<file path="src/rtl/mem_arbiter.sv">
`default_nettype none
// ============================================================================
// Module   : mem_arbiter
// Purpose  : Shares the 512-byte memory between CPU and DMA ports, one access
//            per clock, with bounded DMA burst lock and 1-cycle read return.
// Options  : MEM_ARB_ROUND_ROBIN_EN - alternate tie-break instead of CPU-first.
// Revision : 1.0  initial release
// ============================================================================
module mem_arbiter #(
    parameter int MAX_BURST = 4,
    parameter int MEM_DEPTH = 512
) (
    input  logic        clk,
    input  logic        reset,
    input  logic        cpu_req,
    input  logic        cpu_we,
    input  logic [15:0] cpu_addr,
    input  logic [7:0]  cpu_wdata,
    output logic        cpu_gnt,
    output logic        cpu_rvalid,
    output logic [7:0]  cpu_rdata,
    input  logic        dma_req,
    input  logic        dma_we,
    input  logic [15:0] dma_addr,
    input  logic [7:0]  dma_wdata,
    input  logic        dma_last,
    output logic        dma_gnt,
    output logic        dma_rvalid,
    output logic [7:0]  dma_rdata,
    output logic        mem_en,
    output logic        mem_we,
    output logic [8:0]  mem_addr,
    output logic [7:0]  mem_wdata,
    input  logic [7:0]  mem_rdata,
    output logic        oor_err,
    output logic [1:0]  arb_state
);

    typedef enum logic [1:0] {
        ST_IDLE  = 2'd0,
        ST_BURST = 2'd1,
        ST_COOL  = 2'd2
    } state_t;

    localparam logic [3:0]  C_MAX_BURST = 4'(MAX_BURST);
    localparam logic [16:0] C_MEM_DEPTH = 17'(MEM_DEPTH);
    localparam logic        C_BURST_EN  = (MAX_BURST > 1);

    state_t      state_q, state_d;
    logic [3:0]  beat_cnt_q, beat_cnt_d;
    logic        last_dma_q, last_dma_d;
    logic        oor_err_q, oor_err_d;
    logic        cpu_rvalid_q, cpu_rvalid_d;
    logic        dma_rvalid_q, dma_rvalid_d;
    logic        rd_oor_q, rd_oor_d;
    logic [7:0]  cpu_rdata_q, cpu_rdata_d;
    logic [7:0]  dma_rdata_q, dma_rdata_d;

    logic        w_cpu_gnt;
    logic        w_dma_gnt;
    logic        w_any_gnt;
    logic        w_cpu_wins_tie;
    logic        w_sel_we;
    logic [15:0] w_sel_addr;
    logic [7:0]  w_sel_wdata;
    logic        w_sel_in_range;
    logic [7:0]  w_rd_value;

`ifdef MEM_ARB_ROUND_ROBIN_EN
    assign w_cpu_wins_tie = last_dma_q;
`else
    assign w_cpu_wins_tie = 1'b1;
`endif

    // Grants are gated by reset so every output reads zero while it is held.
    always_comb begin
        w_cpu_gnt = 1'b0;
        w_dma_gnt = 1'b0;
        if (!reset) begin
            case (state_q)
                ST_IDLE: begin
                    if (cpu_req && dma_req) begin
                        w_cpu_gnt = w_cpu_wins_tie;
                        w_dma_gnt = !w_cpu_wins_tie;
                    end else begin
                        w_cpu_gnt = cpu_req;
                        w_dma_gnt = dma_req;
                    end
                end
                ST_BURST: begin
                    w_dma_gnt = dma_req;
                    w_cpu_gnt = cpu_req && !dma_req;
                end
                ST_COOL: w_cpu_gnt = cpu_req;
                default: ;
            endcase
        end
    end

    assign w_any_gnt      = w_cpu_gnt | w_dma_gnt;
    assign w_sel_we       = w_cpu_gnt ? cpu_we    : dma_we;
    assign w_sel_addr     = w_cpu_gnt ? cpu_addr  : dma_addr;
    assign w_sel_wdata    = w_cpu_gnt ? cpu_wdata : dma_wdata;
    assign w_sel_in_range = ({1'b0, w_sel_addr} < C_MEM_DEPTH);

    always_comb begin
        state_d      = state_q;
        beat_cnt_d   = beat_cnt_q;
        last_dma_d   = w_dma_gnt ? 1'b1 : (w_cpu_gnt ? 1'b0 : last_dma_q);
        oor_err_d    = oor_err_q | (w_any_gnt & !w_sel_in_range);
        cpu_rvalid_d = w_cpu_gnt & !cpu_we;
        dma_rvalid_d = w_dma_gnt & !dma_we;
        rd_oor_d     = !w_sel_in_range;
        cpu_rdata_d  = cpu_rvalid_q ? w_rd_value : cpu_rdata_q;
        dma_rdata_d  = dma_rvalid_q ? w_rd_value : dma_rdata_q;
        case (state_q)
            ST_IDLE: begin
                if (w_dma_gnt && !dma_last && C_BURST_EN) begin
                    state_d    = ST_BURST;
                    beat_cnt_d = 4'd1;
                end
            end
            ST_BURST: begin
                // A full burst always pays its cool-down, even on a last beat.
                if (!dma_req) begin
                    state_d    = ST_IDLE;
                    beat_cnt_d = 4'd0;
                end else if (beat_cnt_q + 4'd1 == C_MAX_BURST) begin
                    state_d    = ST_COOL;
                    beat_cnt_d = 4'd0;
                end else if (dma_last) begin
                    state_d    = ST_IDLE;
                    beat_cnt_d = 4'd0;
                end else begin
                    beat_cnt_d = beat_cnt_q + 4'd1;
                end
            end
            ST_COOL: state_d = ST_IDLE;
            default: begin
                state_d    = ST_IDLE;
                beat_cnt_d = 4'd0;
            end
        endcase
    end

    always_ff @(posedge clk or posedge reset) begin
        if (reset) begin
            state_q      <= ST_IDLE;
            beat_cnt_q   <= 4'd0;
            last_dma_q   <= 1'b1;
            oor_err_q    <= 1'b0;
            cpu_rvalid_q <= 1'b0;
            dma_rvalid_q <= 1'b0;
            rd_oor_q     <= 1'b0;
            cpu_rdata_q  <= 8'h00;
            dma_rdata_q  <= 8'h00;
        end else begin
            state_q      <= state_d;
            beat_cnt_q   <= beat_cnt_d;
            last_dma_q   <= last_dma_d;
            oor_err_q    <= oor_err_d;
            cpu_rvalid_q <= cpu_rvalid_d;
            dma_rvalid_q <= dma_rvalid_d;
            rd_oor_q     <= rd_oor_d;
            cpu_rdata_q  <= cpu_rdata_d;
            dma_rdata_q  <= dma_rdata_d;
        end
    end

    // The RAM output register supplies in-range data in the return cycle.
    assign w_rd_value = rd_oor_q ? 8'hFF : mem_rdata;

    assign cpu_gnt    = w_cpu_gnt;
    assign dma_gnt    = w_dma_gnt;
    assign mem_en     = w_any_gnt & w_sel_in_range;
    assign mem_we     = mem_en & w_sel_we;
    assign mem_addr   = mem_en ? w_sel_addr[8:0] : 9'd0;
    assign mem_wdata  = (mem_en & w_sel_we) ? w_sel_wdata : 8'h00;
    assign cpu_rvalid = cpu_rvalid_q;
    assign dma_rvalid = dma_rvalid_q;
    assign cpu_rdata  = cpu_rvalid_q ? w_rd_value : cpu_rdata_q;
    assign dma_rdata  = dma_rvalid_q ? w_rd_value : dma_rdata_q;
    assign oor_err    = oor_err_q;
    assign arb_state  = state_q;

endmodule
`default_nettype wire
</file>
<file path="config.mk">
export PLATFORM = sky130hd
export DESIGN_NAME = mem_arbiter
export DESIGN_NICKNAME = d
export VERILOG_FILES = /design/src/rtl/mem_arbiter.sv
export SDC_FILE = /design/constraint.sdc
export NUM_CORES = 1
export LEC_CHECK = 0
export BUFFER_PORTS_ARGS = -buffer_cell sky130_fd_sc_hd__buf_2
export CAP_MARGIN = 20
export CELL_PAD_IN_SITES_DETAIL_PLACEMENT = 1
export CELL_PAD_IN_SITES_GLOBAL_PLACEMENT = 2
export CORE_ASPECT_RATIO = 0.7
export CORE_MARGIN = 5
export CORE_UTILIZATION = 22
export CTS_CLUSTER_DIAMETER = 150
export CTS_CLUSTER_SIZE = 16
export DETAILED_ROUTE_END_ITERATION = 8
export PLACE_DENSITY = 0.84
export SLEW_MARGIN = 10
export SYNTH_ARGS = -nofsm -noshare
export SYNTH_HDL_FRONTEND = slang
export SYNTH_SLANG_ARGS = --single-unit
</file>
<file path="constraint.sdc">
create_clock -name clk -period 2.6 [get_ports clk]
set_input_delay 0.13 -clock clk [delete_from_list [all_inputs] [get_ports clk]]
set_output_delay 0.13 -clock clk [all_outputs]
set_load 0.02 [all_outputs]
</file>
After elaboration in Yosys (flattened, before gate mapping)

Cells that the tools add are included.

Bits in latches: 0
RAM bits: 0
Register bits after elaboration: 26
Output and inout port bits: 42
Bits in read-only memories: 0
Memories: 0
Bits of input ports: 63

Div/mod/pow operators: 0
Bitwise gates (word level): 8
Order comparisons: 1
Shifts and indexed selects: 0
Add/subtract/negate cells: 1
Muxes and demuxes: 24
Equal/unequal tests: 5
Multiply operators: 0
Reduce and logical (&&, ||, !) cells: 11

Operators with widths:

| kind                 | count |
|---|---|
| $mux 8               | 5 |
| $lt 16x10->1 const B | 1 |
| $mux 16              | 1 |
| $mux 4               | 4 |
| $pmux 4 s3           | 1 |
| $mux 9               | 1 |
| $mux 2               | 4 |
| $and 1x1->1          | 5 |
| $logic_not 1->1      | 5 |
| $mux 1               | 5 |
| $add 4x1->4 const B  | 1 |
| $eq 4x3->1 const B   | 1 |
| $ne 4x4->1 const B   | 1 |
| $pmux 2 s2           | 1 |
| $reduce_and 2->1     | 2 |
| $logic_and 1x1->1    | 3 |
| $pmux 1 s3           | 1 |
| $eq 2x1->1 const B   | 1 |
| $eq 2x2->1 const B   | 1 |
| $logic_not 2->1      | 1 |
| $ne 2x2->1 const B   | 1 |
| $or 1x1->1           | 2 |
| $pmux 1 s2           | 1 |
| $not 1->1            | 1 |

Logic depth before layout (Yosys ltp)

Depth in word-level cells: 9
Depth in mapped cells: 6
Gate-level depth less buffers: 5

Least setup slack after synthesis

Ideal clock, no wire load.

Path type: register to output
Start point: register state_q[0] (netlist: arb_state[0])
End point: output port mem_we
Data arrival time: 1695 ps
Required time: 2470 ps
Stages on the path, launching flop included: 6
Buffers on the path: 1
Slack: 775 ps
Path through: dfrtp_1 > o21ai_0 > inv_1 > and3_1 > buf_6 > or2_2

Elaborated cells on any way between the ends: 13

RTL lines:

| item                                                 | RTL line | RTL |
|---|---|---|
| from (decl)                                          | 49       | `state_t state_q, state_d;` |
| from (signal assigned)                               | 158      | `state_q <= state_d;` |
| $eq 2x1->1 / $logic_not 2->1 (equally long branches) | 80       | `case (state_q)` |
| $pmux 1 s2 *                                         | 80       |  |
| $mux 1 *                                             | 79       | `if (!reset) begin` |
| via dma_gnt                                          | 27       | `output logic dma_gnt,` |
| $or 1x1->1 *                                         | 100      | `assign w_any_gnt = w_cpu_gnt \| w_dma_gnt;` |
| $and 1x1->1 *                                        | 175      | `assign mem_en = w_any_gnt & w_sel_in_range;` |
| $and 1x1->1 *                                        | 176      | `assign mem_we = mem_en & w_sel_we;` |
| to (decl)                                            | 31       | `output logic mem_we,` |

The timed path passes the listed nets; every way through them passes the cells marked *.

Worst setup path in the final report

Start point: input port reset
End point: output port mem_wdata[5]

Word-level cells in the longest chain between the ends: 6
Elaborated cells on any way between the ends: 10

Ends and longest elaborated chain:

| item         | RTL line | RTL |
|---|---|---|
| from (decl)  | 14       | `input logic reset,` |
| $mux 1       | 79       |  |
| $mux 16      | 102      | `assign w_sel_addr = w_cpu_gnt ? cpu_addr : dma_addr;` |
| $lt 16x10->1 | 104      | `assign w_sel_in_range = ({1'b0, w_sel_addr} < C_MEM_DEPTH);` |
| $and 1x1->1  | 175      |  |
| $and 1x1->1  | 178      | `assign mem_wdata = (mem_en & w_sel_we) ? w_sel_wdata : 8'h00;` |
| $mux 8 *     | 178      |  |
| to (decl)    | 33       | `output logic [7:0] mem_wdata,` |

Mark *: on every way between the ends. The rest lies on a longest branch, timed or not.

==> out/summary.md <==
The run finished with clean final reports. The final max-slew violation count is 0, and the number of failing setup endpoints in the final timing report is 0. The aggregate global routing overflow was 0. The tools report the element type at the critical path end as an output pin. The number of placement rows was 24; the total wire length after detailed routing was 4.82 mm. The I/O pin count is 105, and the post-route clock period utilization is 0.856.

The run gives 0 as the total number of yosys warnings. The aggregate global-route resource usage is 0.118. Entering global routing, the biggest net connects 27 pins. The number of flip-flops and latches in the synthesized netlist is 26. DRC violation count after routing: 0.

The routed layout has 1490 vias. The die covers 8020 um^2. Sorting the synthesized cells by area gives the leading types as sky130_fd_sc_hd__dfrtp_1 47%, sky130_fd_sc_hd__nor2_1 8.7%, sky130_fd_sc_hd__a21oi_1 6.9%. The number of maximum-capacitance constraint violations came out at 0.

TritonCTS built the clock tree. Cell taking the most area after synthesis: sky130_fd_sc_hd__dfrtp_1. The clock transition at the registers of the reported paths is 90 ps, and the worst slew margin relative to its limit is 0.621. Clock tree root driver cell: sky130_fd_sc_hd__clkbuf_8. The layout cell share with drive strength beyond 1 is 0.494, and the arrival time reported for the critical path endpoint is 2090 ps.

In this run the remaining antenna-violating nets after routing total 0. Compared with the post-synthesis result, the final layout area differs by 49.1%. Across the routed clock network, the largest skew measured is 1.53 ps. The first global-routing pass estimated 7.91 mm of wire.

The starting density of the core came out at 0.224. Average vias per placed instance: 4.56. The synthesized design contains 0 enable-type register cells. The core utilization of the finished layout was 0.335; the total placed cells including tap cells was 321. The library cells used most frequently in the layout, excluding fill and tap cells, are 104 x sky130_fd_sc_hd__buf_2, 32 x sky130_fd_sc_hd__nor2_1, 26 x sky130_fd_sc_hd__dfrtp_1.

Once the clock tree was built, the setup fixing pass inserted 0 buffers. CTS saw 26 sinks. In this run the worst path has a maximum fanout of 9.

Clock latency on the worst-skew pair, taken at its later pin, is 270 ps. Measured along the y axis, the die boundary spans 76.4 um. The run gives 0 ps as the setup TNS. For the pin with the worst max-slew slack, the measured transition is 569 ps.

The top cell type's share of synthesized area was 0.469; the slack of the worst reg-to-reg path was 760 ps. The number of detailed-routing iterations run before antenna repair was 4; the top achievable clock speed was 450 MHz. For this run, the post-layout net count is 315.

For the final estimated routing congestion in global placement, the log shows 0.719. The number of hold violations in the final report came out at 0. The run gives 0 as the number of antenna violations at the first check in global routing. Number of buffers inserted during clock tree synthesis: 3.

The via count of the first global-routing pass is 1540, and the average routed wire per standard cell is 14.7 um. Sequential fraction of the synthesis area: 0.469. Total inserted antenna cells: 0. Most used flip-flop cell after synthesis: sky130_fd_sc_hd__dfrtp_1.

In this run, distinct cell masters in the synthesized netlist total 35. STA classifies the critical path startpoint as an input pin. The completed layout was analyzed and its total power is 0.876 mW. The setup path with the least slack is of type in -> out. Data on the critical path is required at its endpoint by 2470 ps. Setup repair after global routing left no endpoint under its margin. Die extent in x: 105 um.

Deepest clock path buffer count: 2. After the flow finishes, the layout carries non-filler instances totaling 327. The tools report the mapped cell area as 1390 um^2.

VDD sags by at most 211 uV. Dividing total power by cell area gives a power density of 423 nW/um^2. The leakage power came out at 1.04 nW.

The worst hold path belongs to the class in -> reg. The core footprint came out at 6190 um^2. The logs give 213 for the net count after synthesis and 148 for the number of cells produced by synthesis.

The fraction of synthesis flops using an asynchronous set or reset pin came out at 1.00. The most frequent standard cell in the layout excluding fill and tap cells is sky130_fd_sc_hd__buf_2. The clock period minus final worst setup slack was 2220 ps; the synthesized area per cell was 9.38 um^2. The depth of the CTS H-tree is 1, and the count of routing violations after the opening detailed-route iteration is 19. Detailed placement ended at an HPWL of 3.96 mm. Number of input and output port buffers inserted: 104.
cell type report:
class                           count  area, um^2
Sequential cell                    26         651
Multi-Input combinational cell    108         669
Timing Repair Buffer              107         566
Fill cell                         795        4120
Inverter                            4        15.0
Tap cell                           78        97.6
Clock buffer                        3        41.3
Clock inverter                      1        30.0
metal layers:
metal / vias to the layer above / wire length [um] / GRT usage
li1: 735 / - / -
met1: 705 / 2170 / 0.150
met3: 5 / 312 / 0.0466
met2: 45 / 2310 / 0.196
met4: 0 / 31 / 0.0115
met5: - / 0 / 0
registers in the layout, indices dropped and copies added, names as in the netlist:
register and cells:
arb_state 2, beat_cnt_q 4, cpu_rdata_q 8, cpu_rvalid 1, dma_rdata_q 8, dma_rvalid 1, oor_err 1, rd_oor_q 1
cell usage after synthesis, drive strengths merged (2+ instances only):
cell,n
nor3b,2
dfrtp,26
nand2b,2
nor2b,2
and2,3
nor2,32
a211o,2
a32o,2
buf,4
a21oi,19
clkbuf,6
a22o,17
o21ai,5
nor3,3
or2,2
inv,4
ha,2
power by group:
group / internal, mW / leakage (nW) / switching (mW) / total, mW
registers: 0.413 / 0.266 / 0.0242 / 0.437
clock network: 0.206 / 0.0357 / 0.123 / 0.329
logic: 0.0598 / 0.740 / 0.0502 / 0.110
total: 0.679 / 1.04 / 0.198 / 0.876
cells by family after synthesis:
family | after synthesis | synth area share
AOI/OAI and AO/OA | 51 | 0.268
adders and majority gates | 2 | 0.0180
buffers and inverters | 14 | 0.0487
DFF | 26 | 0.469
and+or+nand+nor | 55 | 0.197
worst max-delay path: stages:
cell	delay, ps
sky130_fd_sc_hd__dlygate4sd3_1	530
sky130_fd_sc_hd__buf_2	140
sky130_fd_sc_hd__nor3b_1	240
sky130_fd_sc_hd__o21ai_0	220
sky130_fd_sc_hd__inv_1	120
sky130_fd_sc_hd__and3_1	350
sky130_fd_sc_hd__a22o_2	200
sky130_fd_sc_hd__buf_2	160
worst paths after layout:
kind | from | endpoint | cells after the start
max | reset | mem_wdata[5] | 8
min | dma_we | dma_rvalid | 2
max reg2reg | beat_cnt_q[0] | beat_cnt_q[1] | 5
min reg2reg | oor_err | oor_err | 1
max in group asynchronous | reset | cpu_rdata_q[0] | 4
min in group asynchronous | reset | arb_state[1] | 3
stage by stage:
step / area [um^2] / worst slack, ps / hold slack [ps]
after global routing: 2070 / 220 / 7.98
after global placement: 1960 / 715 / 296
final: 2070 / 376 / 9.96
after detailed placement: 1960 / 660 / 297
after CTS: 2030 / 429 / 2.85
after floorplan: 1390 / 775 / 170
timing repair:
item                                   4_1_cts  5_1_grt
hold buffers                                 0        1
endpoints found under the hold margin        0        4
resized for setup                            0        0
Note: power is estimated with default switching activity, not from simulation.
